==> config.mk <==
export PLATFORM = sky130hd
export DESIGN_NAME = utxd_crc_bl
export DESIGN_NICKNAME = d
export VERILOG_FILES = /design/src/rtl/utxd_crc_bl.sv
export SDC_FILE = /design/constraint.sdc
export NUM_CORES = 1
export LEC_CHECK = 0
export ABC_AREA = 1
export CAP_MARGIN = 20
export CORE_ASPECT_RATIO = 0.7
export CORE_MARGIN = 2
export CORE_UTILIZATION = 25
export DETAILED_ROUTE_END_ITERATION = 10
export PLACE_DENSITY = 0.51
export SETUP_SLACK_MARGIN = 0.1
export SKIP_CTS_REPAIR_TIMING = 1
export SLEW_MARGIN = 10
export SYNTH_ARGS = -nofsm -noshare
export SYNTH_HDL_FRONTEND = slang
export SYNTH_SLANG_ARGS = --single-unit
==> constraint.sdc <==
create_clock -name clk -period 2.8 [get_ports clk]
set_input_delay 0.56 -clock clk [delete_from_list [all_inputs] [get_ports clk]]
set_output_delay 0.56 -clock clk [all_outputs]
set_load 0.05 [all_outputs]
==> src/rtl/utxd_crc_bl.sv <==
// ---------------------------------------------------------------------------
// utxd_crc_bl -- serial block transmitter with trailing CRC-16.
//
// On an accepted st the block header (com, lbl, adr[15:8], adr[7:0]) is
// sent. Read commands (8'h80, 8'h81) add lbl data bytes fetched from a
// synchronous-read memory. Every block ends with CRC[7:0] then CRC[15:8].
// Each byte is framed as start 0, 8 data bits LSB first, and stop 1. Each
// bit lasts `Nt clocks. Bytes are sent back-to-back, and GAP_BITS idle bit
// periods follow the last byte.
//
// Ports:
//   clk, rst    system clock, synchronous active-high reset
//   st          one-clock start request (ignored while en_tx_bl is high)
//   com/lbl/adr command, length and base address, sampled on accepted st
//   rd_dat      memory data, one clock after rd_adr
//   rd_adr      memory read address
//   UTXD        registered serial output, idle high
//   en_tx_bl    block in progress (accepted st .. ok_tx_bl inclusive)
//   en_tx_byte  high during start/data/stop bits
//   ok_tx_bl    one-clock pulse at the end of the guard gap
//   cb_byte     index of the byte being sent (0 = com), wraps modulo 256
// ---------------------------------------------------------------------------
`ifndef Nt
`define Nt 4
`endif
`ifndef INIT_CRC
`define INIT_CRC 16'hFFFF
`endif
`ifndef XCRC16
`define XCRC16 16'h4002
`endif

module utxd_crc_bl #(
    parameter int GAP_BITS = 12
) (
    input  logic        clk,
    input  logic        rst,
    input  logic        st,
    input  logic [7:0]  com,
    input  logic [7:0]  lbl,
    input  logic [15:0] adr,
    input  logic [7:0]  rd_dat,
    output logic [15:0] rd_adr,
    output logic        UTXD,
    output logic        en_tx_bl,
    output logic        en_tx_byte,
    output logic        ok_tx_bl,
    output logic [7:0]  cb_byte
);

    localparam int NT       = `Nt;
    localparam int GAP_CLKS = GAP_BITS * NT;

    typedef enum logic [1:0] {S_IDLE, S_SEND, S_GAP} state_t;

    state_t      state_q, state_d;
    logic [15:0] nt_cnt_q, nt_cnt_d;      // clock within the current bit
    logic [3:0]  bit_cnt_q, bit_cnt_d;    // 0 start, 1..8 data, 9 stop
    logic [8:0]  byte_idx_q, byte_idx_d;  // unwrapped byte index (up to 260)
    logic [7:0]  shift_q, shift_d;
    logic [15:0] crc_q, crc_d;
    logic [7:0]  com_q, com_d;
    logic [7:0]  lbl_q, lbl_d;
    logic [15:0] adr_q, adr_d;
    logic [31:0] gap_cnt_q, gap_cnt_d;
    logic [15:0] rd_adr_q, rd_adr_d;
    logic        utxd_q, utxd_d;
    logic        en_tx_bl_q, en_tx_bl_d;
    logic        en_tx_byte_q, en_tx_byte_d;
    logic        ok_q, ok_d;
    logic [7:0]  cb_byte_q, cb_byte_d;

    logic [8:0]  n_data;
    logic [8:0]  nxt_idx;
    logic        nxt_is_data;
    logic [7:0]  nxt_byte;
    logic        x0;

    // Only read commands carry a data payload.
    assign n_data = (com_q == 8'h80 || com_q == 8'h81) ? {1'b0, lbl_q} : 9'd0;

    // Selects the byte that follows the current one. Data bytes come straight
    // from rd_dat. rd_adr has been stable for a whole byte time, so the
    // memory output is already valid.
    always_comb begin
        nxt_idx     = byte_idx_q + 9'd1;
        nxt_is_data = (nxt_idx >= 9'd4) && (nxt_idx < 9'd4 + n_data);
        nxt_byte    = crc_q[15:8];
        if (nxt_idx == 9'd1)                nxt_byte = lbl_q;
        else if (nxt_idx == 9'd2)           nxt_byte = adr_q[15:8];
        else if (nxt_idx == 9'd3)           nxt_byte = adr_q[7:0];
        else if (nxt_is_data)               nxt_byte = rd_dat;
        else if (nxt_idx == 9'd4 + n_data)  nxt_byte = crc_q[7:0];
    end

    assign x0 = crc_q[0] ^ shift_q[0];

    always_comb begin
        state_d      = state_q;
        nt_cnt_d     = nt_cnt_q;
        bit_cnt_d    = bit_cnt_q;
        byte_idx_d   = byte_idx_q;
        shift_d      = shift_q;
        crc_d        = crc_q;
        com_d        = com_q;
        lbl_d        = lbl_q;
        adr_d        = adr_q;
        gap_cnt_d    = gap_cnt_q;
        rd_adr_d     = rd_adr_q;
        utxd_d       = utxd_q;
        en_tx_bl_d   = en_tx_bl_q;
        en_tx_byte_d = en_tx_byte_q;
        ok_d         = 1'b0;
        cb_byte_d    = cb_byte_q;

        if (st && !en_tx_bl_q) begin
            // The start bit of com goes out on the next clock.
            state_d      = S_SEND;
            nt_cnt_d     = '0;
            bit_cnt_d    = '0;
            byte_idx_d   = '0;
            shift_d      = com;
            crc_d        = `INIT_CRC;
            com_d        = com;
            lbl_d        = lbl;
            adr_d        = adr;
            rd_adr_d     = adr;
            utxd_d       = 1'b0;
            en_tx_bl_d   = 1'b1;
            en_tx_byte_d = 1'b1;
            cb_byte_d    = '0;
        end else begin
            case (state_q)
                S_IDLE: begin
                    // Reached in the ok_tx_bl cycle, so en_tx_bl drops one clock later.
                    en_tx_bl_d = 1'b0;
                    utxd_d     = 1'b1;
                end
                S_SEND: begin
                    if (nt_cnt_q == 16'(NT - 1)) begin
                        nt_cnt_d = '0;
                        if (bit_cnt_q == 4'd9) begin
                            if (byte_idx_q == 9'd5 + n_data) begin
                                state_d      = S_GAP;
                                gap_cnt_d    = '0;
                                en_tx_byte_d = 1'b0;
                                utxd_d       = 1'b1;
                            end else begin
                                byte_idx_d = nxt_idx;
                                cb_byte_d  = cb_byte_q + 8'd1;
                                bit_cnt_d  = '0;
                                utxd_d     = 1'b0;
                                shift_d    = nxt_byte;
                                if (nxt_is_data) rd_adr_d = rd_adr_q + 16'd1;
                            end
                        end else begin
                            bit_cnt_d = bit_cnt_q + 4'd1;
                            if (bit_cnt_q == 4'd8) begin
                                utxd_d = 1'b1;
                            end else begin
                                utxd_d  = shift_q[0];
                                shift_d = {1'b0, shift_q[7:1]};
                                // CRC covers header and data bits, never the CRC bytes.
                                if (byte_idx_q < 9'd4 + n_data)
                                    crc_d = x0 ? (((crc_q ^ 16'(`XCRC16)) >> 1) | 16'h8000)
                                               : (crc_q >> 1);
                            end
                        end
                    end else begin
                        nt_cnt_d = nt_cnt_q + 16'd1;
                    end
                end
                S_GAP: begin
                    utxd_d = 1'b1;
                    if (gap_cnt_q == 32'(GAP_CLKS - 1)) begin
                        ok_d    = 1'b1;
                        state_d = S_IDLE;
                    end else begin
                        gap_cnt_d = gap_cnt_q + 32'd1;
                    end
                end
                default: state_d = S_IDLE;
            endcase
        end
    end

    always_ff @(posedge clk) begin
        if (rst) begin
            state_q      <= S_IDLE;
            nt_cnt_q     <= '0;
            bit_cnt_q    <= '0;
            byte_idx_q   <= '0;
            shift_q      <= '0;
            crc_q        <= `INIT_CRC;
            com_q        <= '0;
            lbl_q        <= '0;
            adr_q        <= '0;
            gap_cnt_q    <= '0;
            rd_adr_q     <= '0;
            utxd_q       <= 1'b1;
            en_tx_bl_q   <= 1'b0;
            en_tx_byte_q <= 1'b0;
            ok_q         <= 1'b0;
            cb_byte_q    <= '0;
        end else begin
            state_q      <= state_d;
            nt_cnt_q     <= nt_cnt_d;
            bit_cnt_q    <= bit_cnt_d;
            byte_idx_q   <= byte_idx_d;
            shift_q      <= shift_d;
            crc_q        <= crc_d;
            com_q        <= com_d;
            lbl_q        <= lbl_d;
            adr_q        <= adr_d;
            gap_cnt_q    <= gap_cnt_d;
            rd_adr_q     <= rd_adr_d;
            utxd_q       <= utxd_d;
            en_tx_bl_q   <= en_tx_bl_d;
            en_tx_byte_q <= en_tx_byte_d;
            ok_q         <= ok_d;
            cb_byte_q    <= cb_byte_d;
        end
    end

    assign rd_adr     = rd_adr_q;
    assign UTXD       = utxd_q;
    assign en_tx_bl   = en_tx_bl_q;
    assign en_tx_byte = en_tx_byte_q;
    assign ok_tx_bl   = ok_q;
    assign cb_byte    = cb_byte_q;

endmodule

# Yosys cells after proc, flatten, opt, wreduce, memory -nomap -nowiden

Cells that the tools add are included.

Word-level logic and storage cells: 136
Bits in registers: 147
Input port bits: 43
Output and inout port bits: 28

$add $sub $neg: 8
Bitwise logic cells: 8
Magnitude comparators: 3
Multiplexer cells: 47
Reduce and logical (&&, ||, !) cells: 26
Equal/unequal tests: 27

Operator list:

| operator                                                                            | number |
|---|---|
| 16-bit 2-to-1 mux                                                                   | 8 |
| 32-bit 2-to-1 mux                                                                   | 4 |
| 8-bit 2-to-1 mux                                                                    | 12 |
| 32-bit one-hot mux with 2 select lines                                              | 1 |
| 16-bit by 1-bit adder with 16-bit output, second input constant                     | 2 |
| 32-bit by 1-bit adder with 32-bit output, second input constant                     | 1 |
| 32-bit by 6-bit == test with 1-bit output, second input constant                    | 1 |
| 5-bit AND reduction                                                                 | 4 |
| 3-bit by 8-bit adder with 9-bit output, first input constant                        | 2 |
| 9-bit by 2-bit == test with 1-bit output, second input constant                     | 2 |
| 9-bit == test                                                                       | 2 |
| 9-bit < comparator                                                                  | 2 |
| 3-bit != test, second input constant                                                | 6 |
| 16-bit by 2-bit == test with 1-bit output, second input constant                    | 1 |
| 8-bit == test, second input constant                                                | 2 |
| 2-bit != test, second input constant                                                | 8 |
| 1-bit 2-to-1 mux                                                                    | 14 |
| 2-bit nonzero test                                                                  | 7 |
| 4-bit AND reduction                                                                 | 3 |
| 9-bit by 1-bit adder with 9-bit output, second input constant                       | 1 |
| 9-bit by 1-bit == test with 1-bit output, second input constant                     | 1 |
| 9-bit by 3-bit greater-or-equal comparator with 1-bit output, second input constant | 1 |
| 8-bit by 1-bit adder with 8-bit output, second input constant                       | 1 |
| 4-bit == test, second input constant                                                | 2 |
| 20 further kinds                                                                    | 31 |

# Depth between registers and ports, before layout

Word-level depth: 15
Depth in mapped cells: 28

# Worst setup path after synthesis

OpenSTA, ideal clock, no wires.

Kind: register -> register
From: reg com_q[5]
To: reg crc_q[10]
Cell stages (with the launch flop): 25
Slack: -0.240 ns
Setup time: 0.064 ns
Arrival time: 2.976 ns
Cell sequence: dfxtp_1 -> inv_1 -> nand3_1 -> nor2_4 -> nand2_2 -> inv_1 -> ha_1 -> inv_1 -> nor2_1 -> inv_1 -> nand2_1 -> ha_1 -> nand3_1 -> nor3_1 -> a211oi_1 -> o21ai_0 -> maj3_1 -> nand2_1 -> nand2_1 -> o211ai_1 -> nand2_1 -> inv_1 -> clkbuf_1 -> nand2_1 -> nand3_1

Word-level cells in the longest chain between the ends: 6
Elaborated cells between the ends (all ways): 7

Ends and longest elaborated chain:

| item                                       | line | text |
|---|---|---|
| start, declared                            | 62   | `logic [7:0] com_q, com_d;` |
| start signal, assigned                     | 212  | `com_q <= com_d;` |
| 8-bit == test                              | 80   | `assign n_data = (com_q == 8'h80 \|\| com_q == 8'h81) ? {1'b0, lbl_q} : 9'd0;` |
| 1-bit logical OR (*)                       | 80   |  |
| 8-bit 2-to-1 mux (*)                       | 80   |  |
| 3-bit by 8-bit adder with 9-bit output (*) | 164  | `if (byte_idx_q < 9'd4 + n_data)` |
| 9-bit < comparator (*)                     | 164  |  |
| 5-bit AND reduction (no source line) (*)   | n/a  |  |
| end signal, assigned                       | 194  | `` crc_q <= `INIT_CRC; `` |
| end signal, assigned                       | 211  | `crc_q <= crc_d;` |
| end, declared                              | 61   | `logic [15:0] crc_q, crc_d;` |

Mark *: on every way between the ends. The rest lies on a longest branch, timed or not.
A chain may end at the register's enable or synchronous reset.

# Worst setup path after layout

From: reg com_q[2]
To: reg rd_adr_q[4], in the netlist rd_adr[4]

Word-level cells in the longest chain between the ends: 8
Elaborated cells between the ends (all ways): 12

Ends and longest elaborated chain:

| item                                     | line | text |
|---|---|---|
| 8-bit == test                            | 80   |  |
| 1-bit logical OR (*)                     | 80   |  |
| 8-bit 2-to-1 mux (*)                     | 80   |  |
| 3-bit by 8-bit adder with 9-bit output   | 87   | `nxt_is_data = (nxt_idx >= 9'd4) && (nxt_idx < 9'd4 + n_data);` |
| 9-bit < comparator                       | 87   |  |
| 1-bit logical AND                        | 87   |  |
| 2-bit nonzero test (no source line)      | n/a  |  |
| 5-bit AND reduction (no source line) (*) | n/a  |  |
| end signal, assigned                     | 216  | `rd_adr_q <= rd_adr_d;` |
| end, declared                            | 66   | `logic [15:0] rd_adr_q, rd_adr_d;` |

Marked as above.

==> reports/metrics.yaml <==
worst_setup_path:
  slowest_delay_ns: 0.36
  rr_startpoint: "com_q[2]"
  start_kind: "flip-flop"
  startpoint: "com_q[2]"
  r2r_end: "rd_adr[4]"
  cp_max_fo: 8
  crit_arrival_ns: 3.44
  reg2regPathDepth: 26
  crit_path_end_kind: "flip-flop"
  slowest_stage: "ha_1"
  critPathRequiredTime_ns: 3.12
  reg2reg_slack_ns: -0.33
  critical_path_class: "flip-flop to flip-flop"
synth:
  synth_common_cells: "300 x nand2_1, 150 x inv_1, 146 x dfxtp_1"
  netlist_top_cells_area: "dfxtp_1 34%, nand2_1 13%, inv_1 6.6%, o21ai_0 5.6%, a21oi_1 5.3%"
  synthArstFlopShare_pct: 0
  yosys_warnings: 0
  synth-edff-count: 0
  yosysMostFrequentCell: "nand2_1"
  synth-seq-cells: 146
  syn_nets: 1346
  synth_ff_type: "dfxtp_1"
  yosysTopAreaCellShare_pct: 34.3
  seq_area_frac_synth_pct: 34.3
  synth.avg_cell_area_sq_um: 6.69
  synth_cell_types: 53
  syn_area_sq_um: 8530
  syn_inst: 1275
  yosys.area.top_type: "dfxtp_1"
sta:
  max_freq_mhz: 320
  rsz0062_at_grt: "yes"
  fin_crit_ns: 3.13
  finalCritPeriodShare_pct: 112
  tightest_slew_ns: 0.796
  worst_slack_ns: -0.326
  whs_ns: 0.452
  setup_violations: 56
  slew_headroom_pct: 46.9
  skew_ns: 0.0113
  hold_viol_final: 0
  drv_slew: 0
clock_tree:
  clockBufferDepth: 2
  clkSinkCount: 146
  cts_tree: "yes"
  clk_pin_slew_ns: 0.07
  clk_latency_ns: 0.43
  h-tree-depth: 4
  root_buffer: "clkbuf_16"
  numCtsBuffers: 17
worst_hold_path:
  holdPathEnd: "gap_cnt_q[2]"
  holdPathStages: 1
  worstHoldStart: "gap_cnt_q[2]"
  min_path_type: "flip-flop to flip-flop"
placed_design:
  hpwl_mm: 20.8
  placed_area_sq_um: 10400
  numPortBuffers: 70
  place_congestion: 0.893
  dp.cells: 1827
global_routing:
  grt_max_degree: 46
  grt_util_all_layers_pct: 15.7
  grt_pass1_wl_mm: 43.8
  grt_pass1_vias: 8088
  antenna_found_initial: 0
  overflow: 0
finish:
  final_area_sq_um: 11600
  utilization_pct: 34.6
  nets: 1499
  area_delta_synth_final_pct: 36.2
  diodes: 0
  fill_cells: 3569
  drive_above_1_share_pct: 19.4
  fin_cells: 1876
floorplanning:
  initial_core_util_pct: 25.4
  dieHeight_microns: 159
  die_w_microns: 225
  core-area_sq_um: 33600
  ios: 71
  rows: 56
  dieArea_sq_um: 35600
route:
  wl_mm: 27.9
  routedWlPerCell_microns: 14.8
  drcViolationCount: 0
  vias_per_cell: 4.67
  vias: 8760
  ant_nets: 0
  drt_iter0_markers: 611
  drtPass1Iterations: 5
status:
  violations: "negative setup slack"
  run_status: "finished with violations"
power_and_ir_drop:
  p_leak_nw: 4.55
  vdd_drop_max_mv: 0.388
  powerDensity_nw_per_um2: 446
  power_mw: 5.18
run:
  max-cap-violations: 0
metal layers:
metal	vias up	part of all wire (%)	GRT usage, %
met5	-	0	0
met4	0	1.1	3.34
met3	20	6.0	2.80
met2	214	40	22.1
met1	4030	53	24.3
li1	4496	-	-
sequential cells by signal (all words and copies together) (netlist names):
name        flops
bit_cnt_q       4
com_q           7
shift_q         8
state_q         2
crc_q          16
en_tx_byte      1
en_tx_bl        1
UTXD            1
lbl_q           8
rd_adr         16
ok_tx_bl        1
adr_q          16
byte_idx_q      9
nt_cnt_q       16
cb_byte         8
gap_cnt_q      32
worst max-delay path: cells and delay by family (launching register included):
kind	cells	cell delay [ns]
flops	1	0.33
simple gates	15	1.46
fa+ha+maj	2	0.49
compound gates	2	0.12
buf+inv	7	0.61
cell type report:
| cell class | instances | area, sq um | share of cell area, % |
|---|---|---|---|
| well taps | 435 | 544 | 4.69 |
| repair buffers | 177 | 1640 | 14.1 |
| clock buffers | 21 | 460 | 3.96 |
| clock inverters | 11 | 129 | 1.11 |
| inverters | 158 | 618 | 5.32 |
| multi-input cells | 928 | 5300 | 45.6 |
| flip-flops and latches | 146 | 2930 | 25.2 |
how the worst max path moves through the flow:
stage          slack [ns]          to
6_report            -0.33   rd_adr[4]
5_1_grt             -0.52  rd_adr[12]
4_1_cts             -0.25  shift_q[5]
3_5_place_dp        -0.23  shift_q[5]
3_3_place_gp        -0.22  shift_q[3]
2_1_floorplan        0.04   crc_q[15]
cells in the final DEF (no fill, tap or decap), drive strengths merged, types with 3 or more instances in the layout:
master,instances
nor4,18
o22ai,10
clkinvlp,5
inv,158
xor2,47
nor3b,4
a31oi,8
buf,107
o21bai,6
a21boi,3
o21ai,104
xnor2,7
or2,4
clkbuf,22
nor2,124
a21oi,92
nor3,41
dfxtp,146
nand4,17
nand3,79
clkinv,4
nand2,310
ha,28
clkdlybuf4s50,69
o211ai,8
a211oi,6
through the flow:
step,TNS [ns],worst slack [ns]
detailed placement,-12.98,-0.232
finish,-9.03,-0.326
floorplan,0,0.0399
global placement,-9.20,-0.223
CTS,-14.80,-0.247
global route,-29.58,-0.516
power breakdown:
part,internal (mW),total [mW],switching (mW)
registers,2.14,2.21,0.0614
logic,0.251,0.639,0.387
clock network,1.37,2.33,0.969
cell families (layout without fill, tap and decap cells):
family,Yosys count,after routing,synth area share (%)
flip-flops,146,146,34.3
XOR/XNOR,54,54,5.55
buffers and inverters,201,367,9.20
AO/OA/AOI/OAI,243,243,15.8
AND/OR/NAND/NOR,602,602,31.0
adder cells (fa/ha/maj),29,29,4.23
(Power assumes the default switching activity.)
